<file path="config.mk">
export PLATFORM = sky130hd
export DESIGN_NAME = drop_scheduler
export DESIGN_NICKNAME = d
export VERILOG_FILES = /design/src/rtl/rhythm_pkg.sv /design/src/rtl/score_tracker.sv /design/src/rtl/drop_scheduler.sv
export SDC_FILE = /design/constraint.sdc
export NUM_CORES = 1
export LEC_CHECK = 0
export ABC_CLOCK_PERIOD_IN_PS = 4500
export CAP_MARGIN = 10
export CORE_MARGIN = 5
export CORE_UTILIZATION = 46
export DETAILED_ROUTE_END_ITERATION = 7
export MAX_ROUTING_LAYER = met4
export PLACE_DENSITY = 0.74
export SLEW_MARGIN = 10
export SYNTH_ARGS = -nofsm -noshare
export SYNTH_HDL_FRONTEND = slang
export SYNTH_HIERARCHICAL = 1
export SYNTH_SLANG_ARGS = --single-unit
</file>
<file path="constraint.sdc">
create_clock -name frame_clk -period 4.5 [get_ports frame_clk]
set_input_delay 0.9 -clock frame_clk [delete_from_list [all_inputs] [get_ports frame_clk]]
set_output_delay 0.9 -clock frame_clk [all_outputs]
set_load 0.005 [all_outputs]
</file>
<file path="src/rtl/rhythm_pkg.sv">
// rhythm_pkg: shared types and constants for the song sequencer.
// Holds the scheduler state encoding, default keycodes and chart word layout.
package rhythm_pkg;

    typedef enum logic [2:0] {
        S_IDLE,
        S_LOAD,
        S_FETCH,
        S_WAIT,
        S_LAUNCH,
        S_DRAIN,
        S_DONE
    } sched_state_e;

    localparam logic [7:0]  KEY_START_DEF = 8'h2C;
    localparam logic [7:0]  KEY_QUIT_DEF  = 8'h01;

    // Chart word: [15:4] delay in frames, [3:0] lane mask.
    localparam int          CHART_W    = 16;
    localparam int          DELAY_W    = 12;
    localparam int          MASK_W     = 4;
    localparam logic [15:0] END_MARKER = 16'h0000;

    // Number of set bits in a lane vector (zero-extended to 16 bits by the caller).
    function automatic logic [7:0] popcount16(input logic [15:0] v);
        logic [7:0] n;
        n = '0;
        for (int i = 0; i < 16; i++) begin
            n = n + {7'd0, v[i]};
        end
        return n;
    endfunction

endpackage

</file>
<file path="src/rtl/score_tracker.sv">
// score_tracker: folds per-lane hit/miss pulses into score, combo and max combo.
// Only lanes currently in flight are considered; a hit on a lane masks a miss on it.
module score_tracker
    import rhythm_pkg::*;
#(
    parameter int NUM_LANES = 4
) (
    input  logic                 clk_i,
    input  logic                 rst_i,
    input  logic                 en_i,
    input  logic                 clr_i,
    input  logic [NUM_LANES-1:0] hit_i,
    input  logic [NUM_LANES-1:0] miss_i,
    input  logic [NUM_LANES-1:0] active_i,
    output logic [NUM_LANES-1:0] clr_mask_o,
    output logic [15:0]          score_o,
    output logic [7:0]           combo_o,
    output logic [7:0]           max_combo_o
);

    logic [NUM_LANES-1:0] h;
    logic [NUM_LANES-1:0] m;
    logic [7:0]           n_hit;
    logic [15:0]          score_q, score_d;
    logic [7:0]           combo_q, combo_d;
    logic [7:0]           max_q, max_d;

    function automatic logic [15:0] sat_add16(input logic [15:0] a, input logic [7:0] b);
        logic [16:0] s;
        s = {1'b0, a} + {9'd0, b};
        return s[16] ? 16'hFFFF : s[15:0];
    endfunction

    function automatic logic [7:0] sat_add8(input logic [7:0] a, input logic [7:0] b);
        logic [8:0] s;
        s = {1'b0, a} + {1'b0, b};
        return s[8] ? 8'hFF : s[7:0];
    endfunction

    assign h          = hit_i & active_i;
    assign m          = miss_i & active_i & ~hit_i;
    assign clr_mask_o = h | m;
    assign n_hit      = popcount16(16'(h));

    // Next-state for score, combo and the running best combo.
    always_comb begin
        score_d = score_q;
        combo_d = combo_q;
        max_d   = max_q;
        if (clr_i) begin
            score_d = '0;
            combo_d = '0;
            max_d   = '0;
        end else if (en_i) begin
            score_d = sat_add16(score_q, n_hit);
            combo_d = (m != '0) ? 8'd0 : sat_add8(combo_q, n_hit);
            max_d   = (combo_d > max_q) ? combo_d : max_q;
        end
    end

    // Result registers.
    always_ff @(posedge clk_i or posedge rst_i) begin
        if (rst_i) begin
            score_q <= '0;
            combo_q <= '0;
            max_q   <= '0;
        end else begin
            score_q <= score_d;
            combo_q <= combo_d;
            max_q   <= max_d;
        end
    end

    assign score_o     = score_q;
    assign combo_o     = combo_q;
    assign max_combo_o = max_q;

endmodule

</file>
<file path="src/rtl/drop_scheduler.sv">
// drop_scheduler: song-level sequencer for the arrow droppers.
// Walks the chart ROM, issues one-frame launch pulses, tracks lanes in flight
// and hands hit/miss reports to score_tracker for the HUD results.
module drop_scheduler
    import rhythm_pkg::*;
#(
    parameter int         NUM_LANES = 4,
    parameter int         CHART_AW  = 8,
    parameter logic [7:0] KEY_START = KEY_START_DEF,
    parameter logic [7:0] KEY_QUIT  = KEY_QUIT_DEF
) (
    input  logic                 frame_clk,
    input  logic                 Reset,
    input  logic [7:0]           keycode,
    input  logic [7:0]           keycode_second,
    output logic [CHART_AW-1:0]  chart_addr,
    input  logic [15:0]          chart_data,
    output logic [NUM_LANES-1:0] launch,
    input  logic [NUM_LANES-1:0] lane_hit,
    input  logic [NUM_LANES-1:0] lane_miss,
    output logic [NUM_LANES-1:0] lane_active,
    output logic [15:0]          score,
    output logic [7:0]           combo,
    output logic [7:0]           max_combo,
    output logic [7:0]           dropped,
    output logic                 playing,
    output logic                 finished
);

    localparam logic [CHART_AW-1:0] ADDR_ONE  = {{(CHART_AW-1){1'b0}}, 1'b1};
    localparam logic [CHART_AW-1:0] ADDR_LAST = '1;
    localparam logic [DELAY_W-1:0]  DLY_ONE   = {{(DELAY_W-1){1'b0}}, 1'b1};

    sched_state_e         state_q, state_d;
    logic [CHART_AW-1:0]  addr_q, addr_d;
    logic [DELAY_W-1:0]   delay_q, delay_d;
    logic [NUM_LANES-1:0] mask_q, mask_d;
    logic [NUM_LANES-1:0] active_q, active_d;
    logic [7:0]           dropped_q, dropped_d;
    logic [NUM_LANES-1:0] clr_mask;
    logic                 key_start, key_quit;
    logic                 in_play, start_go, quit_go;

    function automatic logic [7:0] sat_add8(input logic [7:0] a, input logic [7:0] b);
        logic [8:0] s;
        s = {1'b0, a} + {1'b0, b};
        return s[8] ? 8'hFF : s[7:0];
    endfunction

    assign key_start = (keycode == KEY_START) || (keycode_second == KEY_START);
    assign key_quit  = (keycode == KEY_QUIT)  || (keycode_second == KEY_QUIT);
    assign in_play   = state_q inside {S_LOAD, S_FETCH, S_WAIT, S_LAUNCH, S_DRAIN};
    assign start_go  = (state_q == S_IDLE) && key_start;
    assign quit_go   = in_play && key_quit;

    score_tracker #(
        .NUM_LANES(NUM_LANES)
    ) u_trk (
        .clk_i      (frame_clk),
        .rst_i      (Reset),
        .en_i       (in_play),
        .clr_i      (start_go),
        .hit_i      (lane_hit),
        .miss_i     (lane_miss),
        .active_i   (active_q),
        .clr_mask_o (clr_mask),
        .score_o    (score),
        .combo_o    (combo),
        .max_combo_o(max_combo)
    );

    // Sequencer next-state, launch decode and lane bookkeeping.
    always_comb begin
        state_d   = state_q;
        addr_d    = addr_q;
        delay_d   = delay_q;
        mask_d    = mask_q;
        dropped_d = dropped_q;
        launch    = '0;
        active_d  = in_play ? (active_q & ~clr_mask) : active_q;

        case (state_q)
            S_IDLE: begin
                if (key_start) begin
                    active_d  = '0;
                    dropped_d = '0;
                    addr_d    = '0;
                    state_d   = S_LOAD;
                end
            end
            S_LOAD: state_d = S_FETCH;
            S_FETCH: begin
                delay_d = chart_data[CHART_W-1:MASK_W];
                mask_d  = chart_data[NUM_LANES-1:0];
                if (chart_data == END_MARKER)
                    state_d = S_DRAIN;
                else if (chart_data[CHART_W-1:MASK_W] == '0)
                    state_d = S_LAUNCH;
                else
                    state_d = S_WAIT;
            end
            S_WAIT: begin
                delay_d = delay_q - DLY_ONE;
                if (delay_q == DLY_ONE)
                    state_d = S_LAUNCH;
            end
            S_LAUNCH: begin
                // A lane clearing this same frame still counts as busy.
                launch    = mask_q & ~active_q;
                active_d  = active_d | launch;
                dropped_d = sat_add8(dropped_q, popcount16(16'(mask_q & active_q)));
                if (addr_q == ADDR_LAST) begin
                    state_d = S_DRAIN;
                end else begin
                    addr_d  = addr_q + ADDR_ONE;
                    state_d = S_LOAD;
                end
            end
            S_DRAIN: begin
                if ((active_q & ~clr_mask) == '0)
                    state_d = S_DONE;
            end
            S_DONE: begin
                if (key_quit)
                    state_d = S_IDLE;
            end
            default: state_d = S_IDLE;
        endcase

        // Abort wins over everything else in a playing frame.
        if (quit_go) begin
            state_d   = S_IDLE;
            active_d  = '0;
            launch    = '0;
            addr_d    = addr_q;
            dropped_d = dropped_q;
        end
    end

    // Control registers: state, chart address, lanes in flight, drop count.
    always_ff @(posedge frame_clk or posedge Reset) begin
        if (Reset) begin
            state_q   <= S_IDLE;
            addr_q    <= '0;
            active_q  <= '0;
            dropped_q <= '0;
        end else begin
            state_q   <= state_d;
            addr_q    <= addr_d;
            active_q  <= active_d;
            dropped_q <= dropped_d;
        end
    end

    // Chart word fields; only consumed after FETCH has loaded them.
    always_ff @(posedge frame_clk) begin
        delay_q <= delay_d;
        mask_q  <= mask_d;
    end

    assign chart_addr  = addr_q;
    assign lane_active = active_q;
    assign dropped     = dropped_q;
    assign playing     = in_play;
    assign finished    = (state_q == S_DONE);

endmodule
</file>
==> impl_results.md, run 1 <==
* N_diodes at 0
* CTS clk-pin slew, worst paths at 0.08 ns
* Starting DRC count in detailed routing at 273
* Die Span X at 109.1 um
* CTS Buffer Depth at 2
* Fin Clk Skew at 0.01861 ns
* Max-capacitance violation count at 0
* DR vias/cell at 5.559
* Area Overhead vs Synth at 37.11%
* Routed wire per std cell at 15.92 um
* Hold Buf Count CTS at 0
* Full die area at 11910 um^2
* Core area at 9684 um^2
* I/O pin count at 100
* Fin. Hold Viols at 0
* FILL cells at 806
* Setup ws final at 0.1692 ns
* CP startpoint: lane_hit[0]
* Top sig layer: met4
* Rows at 36
* Antenna Nets Post-Route at 0
* Total Wirelength at 12.18 mm
* Die height at 109.1 um
* CTS Buf Count at 9
* Seq/Total Area, Yosys at 41.06%
* Max-slew violations at 0
* Initial antenna violation count at 0
* Vias at 4253
* Critical path required time at 4.72 ns
* FFs w/ async S/R, synth at 77.46%
* Yosys top cell by area: dfrtp_1
* Slew Limit Headroom at 39.02%
* Synth top area cells: dfrtp_1, edfxtp_1, ha_1
* Syn nets at 567
* Hold path startpoint: u_trk/score_o[10]$_DFFE_PP0P_
* Routed met2 length at 6.178 mm
* Arrival time worst endpoint at 4.55 ns
* Cell variety after synth at 59
* Count of input and output buffers at 99
* TritonCTS Sinks at 71
* Status: completed
* H-tree depth at 3
* Top FF cell, synth: dfrtp_1
* Startpoint Class: primary input
* RePlAce Congestion at 0.8311
* Max Freq at 230.9 MHz
* Met3 wire len at 545 um
* Largest net degree at the start of global routing at 34
* Synth Register Bits at 71
* # nets final at 695
* Top cell type's share of synthesized area at 30.44%
* Final HPWL DP at 9.122 mm
* Pre-CTS setup slack at -0.6307 ns
* Synth Instances at 499
* Layout cell share with drive strength beyond 1 at 13.61%
* DRC Markers at 0
* Worst slew pin tran at 0.9138 ns
* EDFF count, synth at 16
* 1st-pass router iterations at 5
* Clk root buf: clkbuf_8
* Final Util at 64.02%
* Insertion delay to the later sink of the worst-skew pair at 0.35 ns
* WS Path Type: primary input to flop
* DRT met1 WL at 5.297 mm
* Gr usage total at 21.93%
* Yosys Warn Count at 6
* Leakage at 2.646 nW
* Setup Viol. Count Final at 0
* Syn avg cell area at 9.062 um^2
* Vias in the first global route at 4262
* First-pass GRT wire length at 20.33 mm
* Worst flop-to-flop path startpoint: lane_active[3]$_DFF_PP0_
* Minimum clock period at 4.331 ns
* Worst-path maximum fanout at 8
* Maximum vdd drop at 0.2834 mV
* Min-Delay Path Class: flop to flop
* Initial Util at 46.69%
* Mapped Area at 4522 um^2
* Final period util at 96.24%
* CTS tree: yes
* CP endpoint kind: flop
* Gr ovfl total at 0
* PwrDens at 577.0 nW/um^2
==> cells in the final DEF, fill, tap and decap left out, types with 10 or more instances in the layout <==
cell,instances
and3_1,10
o21ai_0,35
dfrtp_1,55
nor2b_1,10
mux2i_1,16
nand2_1,50
nor2_1,43
ha_1,17
inv_1,31
a31oi_1,11
edfxtp_1,16
a21oi_1,31
nand3_1,15
clkdlybuf4s50_1,96
buf_4,31
==> report_power, final <==
group          internal [mW]  switching [mW]  total, mW  leakage (nW)
clock network          0.317           0.259      0.576         0.111
registers              0.877           0.222       1.10         0.887
logic                  0.964           0.938       1.90          1.65
==> layout make-up <==
| cell class | instances | area (um^2) | share of cell area, % |
|---|---|---|---|
| multi-input cells | 380 | 2594 | 41.84 |
| flip-flops and latches | 71 | 1857 | 29.95 |
| repair buffers | 131 | 1234 | 19.90 |
| well taps | 133 | 166.4 | 2.684 |
| inverters | 34 | 128.9 | 2.079 |
| clock buffers | 10 | 127.6 | 2.059 |
| clock inverters | 6 | 92.59 | 1.493 |
==> synthesized netlist by cell type, drive strengths merged, types with 2 or more instances <==
master and instances:
nor4b 2, a211oi 7, fa 6, and2 4, a311oi 9, a21o 6, o21bai 3, nor3b 5
nand3b 4, ha 20, nor2 45, or4 5, xor2 7, xnor2 7, dfrtp 55, and3 11
mux2i 17, nand4 4, o21ai 37, buf 4, nor4 5, nand3 16, inv 33, a21boi 2
o41ai 2, a22o 2, nand2 54, nand2b 3, o31ai 4, nor3 9, a21oi 40, a31oi 11
o21a 5, clkbuf 9, or3 4, or2 2, nor2b 11, edfxtp 16
==> sequential cells by signal (all words and copies together) (netlist names) <==
register,cells
u_trk/score_o,16
delay_q,12
chart_addr,8
dropped,8
u_trk/combo_o,8
u_trk/max_combo_o,8
lane_active,4
mask_q,4
state_q,3
==> critical path, stage by stage <==
cell             delay (ns)
clkdlybuf4s15_1        0.18
nand2_1                0.07
fa_1                   0.50
inv_2                  0.06
ha_4                   0.16
ha_4                   0.28
inv_2                  0.04
fa_2                   0.38
nor2b_4                0.19
o21bai_4               0.09
or2_4                  0.28
a21oi_4                0.16
inv_1                  0.06
ha_1                   0.26
nand2_1                0.05
nor2_2                 0.13
nor2_2                 0.07
a32oi_4                0.26
buf_12                 0.17
mux2i_2                0.21
nor2_1                 0.05
==> final timing paths <==
check | to | slack (ns) | depth (start not counted)
worst max register to register | u_trk/max_combo_o[7]$_DFFE_PP0P_ | 0.34 | 20
worst min register to register | u_trk/score_o[10]$_DFFE_PP0P_ | 0.52 | 1
min in group asynchronous | u_trk/score_o[8]$_DFFE_PP0P_ | 1.02 | 3
max in group asynchronous | state_q[0]$_DFFE_PP0P_ | 2.82 | 2
worst min-delay path | u_trk/score_o[10]$_DFFE_PP0P_ | 0.52 | 1
worst max-delay path | u_trk/max_combo_o[7]$_DFFE_PP0P_ | 0.17 | 21
==> logic make-up after synthesis <==
| kind of cell | after synthesis | share of synthesized area [%] |
|---|---|---|
| buf+inv | 48 | 4.538 |
| simple gates | 187 | 20.84 |
| fa+ha+maj | 26 | 8.190 |
| flops | 71 | 41.06 |
| compound gates | 136 | 18.90 |
| xor+xnor | 14 | 2.712 |
| mux | 17 | 3.763 |
==> timing repair <==
| action | CTS | global route |
|---|---|---|
| gates resized for setup | 17 | 13 |
| endpoints found under the setup margin | 8 | 8 |
| pin swaps | 10 | 9 |
| buffers inserted | 0 | 1 |
==> metrics by stage <==
stage	power (mW)	std cells	setup TNS (ns)	instance area [um^2]	hold WS, ns
final	3.577	765	0	6200	0.5167
after global routing	3.852	765	-0.02846	6200	0.5480
after CTS	3.575	764	0	6173	0.5208
after detailed placement	2.924	748	-4.935	5894	0.5076
after global placement	2.846	748	-3.749	5894	0.4966
after floorplan	2.195	499	0	4564	0.4878
==> per-layer routing <==
metal | track usage (%) | vias up
met4 | 6.853 | 0
met2 | 36.36 | 110
met3 | 2.960 | 15
met1 | 27.90 | 2062
met5 | - | -
li1 | - | 2066
Note: power is estimated with default switching activity, not from simulation.
==> run 2, diff against run 1 <==
Settings changed: CORE_MARGIN 5 to 1.5.
==> run 2 against run 1 <==
Clock skew decreased by 0.010 ns. Fmax decreased by 1.5%. Register-to-register slack got worse by 0.05 ns. Combinational power increased by 11%. Critical path depth unchanged. Final area increased by 1.3%. Sequential share of layout area decreased by 0.38 points.
==> impl_results.md, run 2 (synthesis results as in run 1) <==
* Vias at 4334
* Rows at 36
* Clk root buf: clkbuf_8
* Area Overhead vs Synth at 38.85%
* # nets final at 697
* Status: completed
* Comb power frac at 56.0%
* Most frequent cells in the layout: clkdlybuf4s50_1, dfrtp_1, nand2_1
* Maximum vdd drop at 0.2633 mV
* Die Span X at 102.1 um
* Minimum clock period at 4.395 ns
* Reg power frac at 29.4%
* DRC Markers at 0
* Gr usage total at 24.93%
* Final Util at 65.14%
* Layout cell share with drive strength beyond 1 at 15.30%
* Commonest non-fill, non-tap cell in the layout: clkdlybuf4s50_1
* CTS Buffer Depth at 2
* Die height at 102.1 um
* Worst-path maximum fanout at 8
* Slew Limit Headroom at 37.81%
* Fin. Hold Viols at 0
* Clock Power Share at 14.6%
* Gr ovfl total at 0
* Fin Clk Skew at 0.008244 ns
* RePlAce Congestion at 0.8619
* Met2 Use GR at 40.50%
* Max-capacitance violation count at 0
* Full die area at 10430 um^2
* 1st-pass router iterations at 5
* Initial Util at 46.91%
* CTS clk-pin slew, worst paths at 0.07 ns
* Max Freq at 227.5 MHz
* Met3 Track Usage GR at 3.215%
* FILL cells at 800
* Largest net degree at the start of global routing at 34
* PwrDens at 595.8 nW/um^2
* CTS Buf Count at 9
* Max-slew violations at 0
* I/O pin count at 100
* Arrival time worst endpoint at 4.62 ns
* Startpoint Class: primary input
* M1 GR Usage at 31.95%
* Count of input and output buffers at 99
* N_diodes at 0
* H-tree depth at 3
* Worst slew pin tran at 0.9318 ns
* Setup TNS at 0 ns
* Initial antenna violation count at 0
* DR vias/cell at 5.651
* Core area at 9639 um^2
* RSZ-0062 raised after global routing: no
* Antenna Nets Post-Route at 0
* Total Wirelength at 12.45 mm
* Final instance area at 6279 um^2
* Final Non-Filler Cells at 767
* Min-Delay Path Class: flop to flop
* Vias in the first global route at 4181
* Routed wire per std cell at 16.24 um
* Setup Viol. Count Final at 0
* Int Pwr at 2.231 mW
* Sw power at 1.510 mW
* Sw frac at 40.36%
* CTS tree: yes
* Largest register FFs at 16
* Post-Place Cells at 747
* Leakage at 2.659 nW
* Placement Cell Area at 5887 um^2
* Starting DRC count in detailed routing at 230
* CP endpoint kind: flop
* Final HPWL DP at 8.716 mm
* First-pass GRT wire length at 19.82 mm
* TritonCTS Sinks at 71
* Gr busiest metal: met2
* Critical path required time at 4.72 ns
* Insertion delay to the later sink of the worst-skew pair at 0.35 ns
* WS Path Type: primary input to flop
* Overall power at 3.741 mW
* Final period util at 97.67%
==> run 2: cell types whose count changed in the layout (fill, tap and decap cells not counted), sizes merged <==
cell    change
inv         -2
bufinv      -1
clkbuf      +3
buf         +2
==> run 2: cell type report <==
type	count	area (um^2)	share of cell area, %
Timing Repair Buffer	133	1249	19.89
Sequential cell	71	1857	29.57
Inverter	34	128.9	2.053
Clock inverter	3	40.04	0.6377
Multi-Input combinational cell	380	2669	42.51
Tap cell	133	166.4	2.650
Clock buffer	13	168.9	2.690
==> run 2: power groups by stage <==
stage | Combinational (mW) | Sequential [mW] | Clock (mW)
floorplan | 1.15 | 1.05 | 0
global placement | 1.74 | 1.10 | 0
detailed placement | 1.79 | 1.11 | 0
CTS | 1.88 | 1.09 | 0.548
global route | 2.30 | 1.13 | 0.575
finish | 2.10 | 1.10 | 0.545
==> run 2: critical path, stage by stage <==
cell and delay (ns):
clkdlybuf4s15_1 0.19, nand2_2 0.06, fa_1 0.50, inv_2 0.05, ha_4 0.26, ha_2 0.17
inv_1 0.05, fa_2 0.36, nor2b_4 0.19, o21bai_4 0.10, or2_4 0.30, a21oi_4 0.18
inv_2 0.07, ha_4 0.26, nand2_2 0.06, nor2_4 0.15, nor2_4 0.06, a32oi_4 0.25
buf_12 0.17, mux2i_1 0.19, nor2_1 0.07
==> run 2: path summary, 6_finish.rpt <==
kind | from | slack (ns) | end | cells after the start
setup / recovery | lane_hit[0] | 0.10 | u_trk/max_combo_o[3]$_DFFE_PP0P_ | 21
hold / removal | u_trk/score_o[8]$_DFFE_PP0P_ | 0.52 | u_trk/score_o[8]$_DFFE_PP0P_ | 1
setup reg to reg | lane_active[3]$_DFF_PP0_ | 0.29 | u_trk/max_combo_o[3]$_DFFE_PP0P_ | 20
hold reg to reg | u_trk/score_o[8]$_DFFE_PP0P_ | 0.52 | u_trk/score_o[8]$_DFFE_PP0P_ | 1
max in group asynchronous | Reset | 2.74 | u_trk/max_combo_o[3]$_DFFE_PP0P_ | 3
min in group asynchronous | Reset | 1.07 | u_trk/score_o[12]$_DFFE_PP0P_ | 2
==> run 2: through the flow <==
stage                     worst slack, ns  hold slack, ns
after floorplan                   0.04553          0.4878
after global placement            -0.4704          0.5019
after detailed placement          -0.5902          0.5119
after CTS                          0.1010          0.5283
after global routing              0.01563          0.5457
final                              0.1046          0.5241
==> run 2: timing repair <==
item | 4_1_cts | 5_1_grt
hold buffers | 0 | 0
resized for setup | 18 | 24
setup endpoints to repair | 8 | 8
buffers inserted | 2 | 2
pin swaps | 11 | 10
==> run 2: per-layer routing <==
layer / vias to the layer above / wire [um]
li1: 2062 / -
met1: 2088 / 5412
met2: 153 / 6211
met3: 31 / 522
met4: 0 / 308
met5: - / 0
